===== src/rtl/msp430_boot_seq.sv =====
// Purpose : reset/boot sequencer; stretches core reset, fetches the reset vector, loads PC/SP/SR, releases the core.
// Latency : RST_STRETCH cycles in STRETCH, then at least one FETCH cycle, then one LOAD cycle; core_rst falls one cycle after pc_load.
// Backpres: mem_req is held until mem_ready; after TIMEOUT cycles it drops for one cycle and retries, and faults after MAX_RETRY retries.
//
// Ports:
//   clk, rst (async, active-low)    - clock and system reset
//   soft_rst                        - synchronous re-boot request, ignored while in RESET
//   mem_req/mem_addr/mem_ready/mem_rdata - single-word read of the reset vector
//   core_rst, pc_load, pc_val, sp_val, sr_val - pipeline reset and initial register load
//   boot_done, fault                - core running / boot failed (core held in reset)
//
// Optional build macro BOOT_VEC_CHECK_EN: when defined, an erased (FFFF), zero or odd
// vector sends the sequencer to FAULT instead of LOAD. When undefined, any vector is
// accepted and bit0 is cleared.
module msp430_boot_seq #(
    parameter int                DATA_W       = 16,
    parameter int                ADDR_W       = 16,
    parameter logic [ADDR_W-1:0] RST_VEC_ADDR = 16'hFFFE,
    parameter logic [DATA_W-1:0] SP_INIT      = 16'h0400,
    parameter logic [DATA_W-1:0] SR_INIT      = 16'h0000,
    parameter int                RST_STRETCH  = 4,
    parameter int                TIMEOUT      = 15,
    parameter int                MAX_RETRY    = 2
) (
    input  logic              clk,
    input  logic              rst,
    input  logic              soft_rst,
    output logic              mem_req,
    output logic [ADDR_W-1:0] mem_addr,
    input  logic              mem_ready,
    input  logic [DATA_W-1:0] mem_rdata,
    output logic              core_rst,
    output logic              pc_load,
    output logic [DATA_W-1:0] pc_val,
    output logic [DATA_W-1:0] sp_val,
    output logic [DATA_W-1:0] sr_val,
    output logic              boot_done,
    output logic              fault
);

    localparam logic [2:0] S_RESET   = 3'd0;
    localparam logic [2:0] S_STRETCH = 3'd1;
    localparam logic [2:0] S_FETCH   = 3'd2;
    localparam logic [2:0] S_LOAD    = 3'd3;
    localparam logic [2:0] S_RUN     = 3'd4;
    localparam logic [2:0] S_FAULT   = 3'd5;

    localparam int SW = $clog2(RST_STRETCH + 1);
    localparam int WW = $clog2(TIMEOUT + 1);
    // +2 keeps the retry counter at least one bit wide when MAX_RETRY is 0
    localparam int RW = $clog2(MAX_RETRY + 2);

    localparam logic [SW-1:0]     STRETCH_LAST = SW'(RST_STRETCH - 1);
    localparam logic [WW-1:0]     WAIT_LAST    = WW'(TIMEOUT - 1);
    localparam logic [RW-1:0]     RETRY_LAST   = RW'(MAX_RETRY);
    localparam logic [DATA_W-1:0] EVEN_MASK    = ~DATA_W'(1);

    logic [2:0]    state;
    logic [SW-1:0] stretch_cnt;
    logic [WW-1:0] wait_cnt;
    logic [RW-1:0] retry_cnt;
    logic          vec_bad;

`ifdef BOOT_VEC_CHECK_EN
    assign vec_bad = (mem_rdata == '1) || (mem_rdata == '0) || mem_rdata[0];
`else
    assign vec_bad = 1'b0;
`endif

    // All outputs are registered and updated together with the state so
    // that every output reflects the state it belongs to in the same cycle.
    always_ff @(posedge clk or negedge rst) begin
        if (!rst) begin
            state       <= S_RESET;
            stretch_cnt <= '0;
            wait_cnt    <= '0;
            retry_cnt   <= '0;
            mem_req     <= 1'b0;
            mem_addr    <= '0;
            core_rst    <= 1'b1;
            pc_load     <= 1'b0;
            pc_val      <= '0;
            sp_val      <= '0;
            sr_val      <= '0;
            boot_done   <= 1'b0;
            fault       <= 1'b0;
        end else begin
            // pc_load is a single-cycle strobe
            pc_load <= 1'b0;

            // soft_rst outranks everything, including a handshake in the same cycle
            if (soft_rst && (state != S_RESET)) begin
                state       <= S_STRETCH;
                stretch_cnt <= STRETCH_LAST;
                wait_cnt    <= '0;
                retry_cnt   <= '0;
                mem_req     <= 1'b0;
                core_rst    <= 1'b1;
                boot_done   <= 1'b0;
                fault       <= 1'b0;
            end else begin
                case (state)
                    S_RESET: begin
                        state       <= S_STRETCH;
                        stretch_cnt <= STRETCH_LAST;
                    end

                    S_STRETCH: begin
                        if (stretch_cnt == '0) begin
                            state     <= S_FETCH;
                            mem_req   <= 1'b1;
                            mem_addr  <= RST_VEC_ADDR;
                            wait_cnt  <= '0;
                            retry_cnt <= '0;
                        end else begin
                            stretch_cnt <= stretch_cnt - 1'b1;
                        end
                    end

                    S_FETCH: begin
                        if (!mem_req) begin
                            // end of the one-cycle retry gap; mem_ready is ignored here
                            mem_req <= 1'b1;
                        end else if (mem_ready) begin
                            mem_req  <= 1'b0;
                            wait_cnt <= '0;
                            if (vec_bad) begin
                                state <= S_FAULT;
                                fault <= 1'b1;
                            end else begin
                                state   <= S_LOAD;
                                pc_load <= 1'b1;
                                pc_val  <= mem_rdata & EVEN_MASK;
                                sp_val  <= SP_INIT & EVEN_MASK;
                                sr_val  <= SR_INIT;
                            end
                        end else if (wait_cnt == WAIT_LAST) begin
                            // TIMEOUT cycles without ready: drop the request once, then retry or give up
                            wait_cnt <= '0;
                            mem_req  <= 1'b0;
                            if (retry_cnt == RETRY_LAST) begin
                                state <= S_FAULT;
                                fault <= 1'b1;
                            end else begin
                                retry_cnt <= retry_cnt + 1'b1;
                            end
                        end else begin
                            wait_cnt <= wait_cnt + 1'b1;
                        end
                    end

                    S_LOAD: begin
                        state     <= S_RUN;
                        core_rst  <= 1'b0;
                        boot_done <= 1'b1;
                    end

                    S_RUN: begin
                        // core running; register values hold
                    end

                    S_FAULT: begin
                        // terminal until rst or soft_rst
                    end

                    default: begin
                        state <= S_RESET;
                    end
                endcase
            end
        end
    end

endmodule


===== config.mk =====
export PLATFORM = sky130hd
export DESIGN_NAME = msp430_boot_seq
export DESIGN_NICKNAME = d
export VERILOG_FILES = /design/src/rtl/msp430_boot_seq.sv
export SDC_FILE = /design/constraint.sdc
export NUM_CORES = 1
export LEC_CHECK = 0
export CAP_MARGIN = 30
export CORE_UTILIZATION = 43
export DETAILED_ROUTE_END_ITERATION = 12
export PLACE_DENSITY = 0.89
export SYNTH_ARGS = -nofsm -noshare
export SYNTH_HDL_FRONTEND = slang
export SYNTH_SLANG_ARGS = --single-unit

===== constraint.sdc =====
create_clock -name clk -period 2 [get_ports clk]
set_input_delay 0.4 -clock clk [delete_from_list [all_inputs] [get_ports clk]]
set_output_delay 0.4 -clock clk [all_outputs]
set_load 0.02 [all_outputs]

==> impl_results.md, run 1 <==
- Register area: 853 um2
- Reg2reg path depth: 7
- Critical path class: in -> reg
- WP data required: 2.19 ns
- Hold Crit Start: sp_val[10]
- Power density cells: 1120 nW/um2
- Clk_lat worst skew: roughly 0.29 ns
- FILL cells: between 400 and 500
- Maximum clock path buffer count: 2
- Unrepaired setup endpoints after global routing: no
- First-iteration detailed-routing DRC count: 82
- GR Layer Usage met3: 0.0486
- Die Ht: just over 70 um
- Row count: 25
- CORE AREA: 4720 um2
- Worst-path maximum fanout: 5
- Max-cap check violation count: 0
- DRC: 0
- GP Congestion: 0.805
- Setup repair bufs after CTS: 0
- Syn Inst Count: approximately 200
- R2r endpoint: stretch_cnt[2]
- Post-DP HPWL: 2.85 mm
- Nets: 275
- Yosys cell types: 45
- Die Wd: 72.0 um
- Multi-input logic area: 911 um2
- Final wirelength: 3.94 mm
- Largest net degree at the start of global routing: 35
- Period utilization: 0.965
- Synth async-reset ratio: 1.00
- Total CTS buffers: 5
- Avg Cell Area, Syn: 10.5 um2
- CTS HTree Levels: 2
- Final ANT Viol Nets: 0
- Achievable Freq: 0.518 GHz
- Seq/Total Area, Yosys: 0.405
- Synthesis warning total: 0
- Clock sink count: 34
- WL/cell: 12.4 um
- P&R area growth vs syn: 25.5%
- Crit path capture: state[2]
- Gr busiest metal: met2
- Antenna diode count: 0
- Met2 usage: 0.280
- CTS tree: yes
- Die ar.: 5180 um2
- # placed instances: 310
- R2R Setup Slk: around 0.21 ns
- Commonest non-fill, non-tap cells in the layout: clkdlybuf4s50_1 (54), conb_1 (33), dfrtp_1 (32)
- Hold violation count in the final report: 0
- Pleak: approximately 0.0012 uW
- Share of cells above drive strength 1: 0.159
- Grt ovf: 0
- Layout Cells excl Fill: ~320
- Final Critical Period: 1.93 ns
- Final max-slew violation count: 0
- First-pass GRT wire length: 6.31 mm
- Reg-to-reg critical path startpoint: stretch_cnt[0]
- Number of synthesized flops with an enable pin: 0
- Met1 Resource Use GR: 0.186
- Startpoint types: input port
- Crit. End Element: register
- Antenna violations before repair: 0
- Initial Util: 0.446
- Crit path DAT: 2.12 ns
- DR vias/cell: 4.64
- Setup TNS: 0 ns
- Skew final: 0.00493 ns
- Commonest non-fill, non-tap cell in the layout: clkdlybuf4s50_1
- Vias in the first global route: 1,367
- Ys flop type: dfrtp_1
- GRT Total Usage: 0.161
- Clock Pin Slew Worst Setup and Hold Paths: around 0.070 ns
- Outcome: complete, no violations
- PortBufs: between 50 and 60
- Vias: 1,477
- Peak supply drop: between 0.5 and 0.6 mV
- Post-synthesis cell area: 2110 um2
- First-pass iteration count of the detailed router: 4
- IO Pins: 89
- Crit path launch: soft_rst
- Hold crit path type: reg -> reg
- Clk root buf: clkbuf_8
- #FFs+latches synth: 34
- Final setup vio count: 0
## per-stage QoR
stage,util,hold WS [ns],cell area [um2],worst slack [ns],total power (uW)
2_1_floorplan,-,0.104,2230,0.106,1940
3_3_place_gp,0.536,0.472,2530,-0.155,2320
3_5_place_dp,0.536,0.468,2530,-0.193,2360
4_1_cts,0.559,0.498,2640,0.00764,2990
5_1_grt,0.559,0.525,2640,0.0215,3120
6_report,0.559,0.490,2640,0.0703,2970
## report_power, final
part / total, uW / internal (uW) / switching [uW]
logic: 1400 / 674 / 723
registers: 954 / 834 / 120
clock network: 621 / 371 / 249
total: 2970 / 1880 / 1090
## Yosys cell counts (all sizes together), types with 3 or more instances
master  count  area (um2)
nand2b      3        18.8
ha          5        62.6
a21oi       5        25.0
nor2       10        53.8
mux2       15         199
clkbuf      5        18.8
nor2b       6        37.5
a211oi      3        27.5
o21ai       6        30.0
o22ai       4        25.0
nand3       5        25.0
dfrtp      33         826
buf        50         395
nand2       4        15.0
o211ai      4        30.0
inv        13        48.8
o21a        3        22.5
## cells by family (layout without fill, tap and decap cells)
logic type                 after synthesis  count (layout)  share of synthesized area
buffers and inverters                   68              86                      0.220
DFF                                     34              34                      0.405
other                                    1              33                    0.00178
adders and majority gates                5               5                     0.0297
AOI/OAI and AO/OA                       35              35                      0.117
and+or+nand+nor                         41              41                      0.123
muxes                                   17              17                      0.104
## sequential cells by signal, indices dropped and copies added, names as in the netlist
signal,count
pc_load,1
state,3
mem_addr,1
pc_val,15
core_rst,1
boot_done,1
stretch_cnt,3
sp_val,1
wait_cnt,4
mem_req,1
fault,1
retry_cnt,2
## layer usage
layer	vias to the layer above	share of wire
met2	51	0.52
met5	-	0
met4	0	0.012
met3	7	0.049
li1	701	-
met1	718	0.42
## critical path, cell delays in order
cell and delay [ns]:
clkdlybuf4s50_1 0.43, or4b_4 0.58, buf_4 0.19, nor2_1 0.23
a211oi_1 0.11, nor4_1 0.17
## repair_timing
action / in CTS / in global routing
setup endpoints to repair: 0 / 15
hold buffers: 0 / 0
gates resized for setup: 0 / 1
## how the worst min path moves through the flow
stage                     cells after the start         end  slack, ns
after floorplan                               0   boot_done       0.10
after global placement                        1  sp_val[10]       0.47
after detailed placement                      1  sp_val[10]       0.47
after CTS                                     1  sp_val[10]       0.50
after global routing                          1  sp_val[10]       0.53
final                                         1  sp_val[10]       0.49
## area by class of cell
type | instances | area share
Multi-Input combinational cell | 131 | 0.345
Sequential cell | 34 | 0.323
Timing Repair Buffer | 65 | 0.241
Tap cell | 67 | 0.0317
Clock buffer | 6 | 0.0275
Inverter | 13 | 0.0185
Clock inverter | 2 | 0.0142
No activity file was read; power rests on OpenSTA's default activity.
==> run 2: changes to the inputs <==
--- a/config.mk
+++ b/config.mk
@@ -8,6 +8,7 @@
 export CAP_MARGIN = 30
 export CORE_UTILIZATION = 43
 export DETAILED_ROUTE_END_ITERATION = 12
+export HOLD_SLACK_MARGIN = 0.02
 export PLACE_DENSITY = 0.89
 export SYNTH_ARGS = -nofsm -noshare
 export SYNTH_HDL_FRONTEND = slang
==> results of run 2 <==
No change in the layout: final DEF, timing and power equal those of run 1.
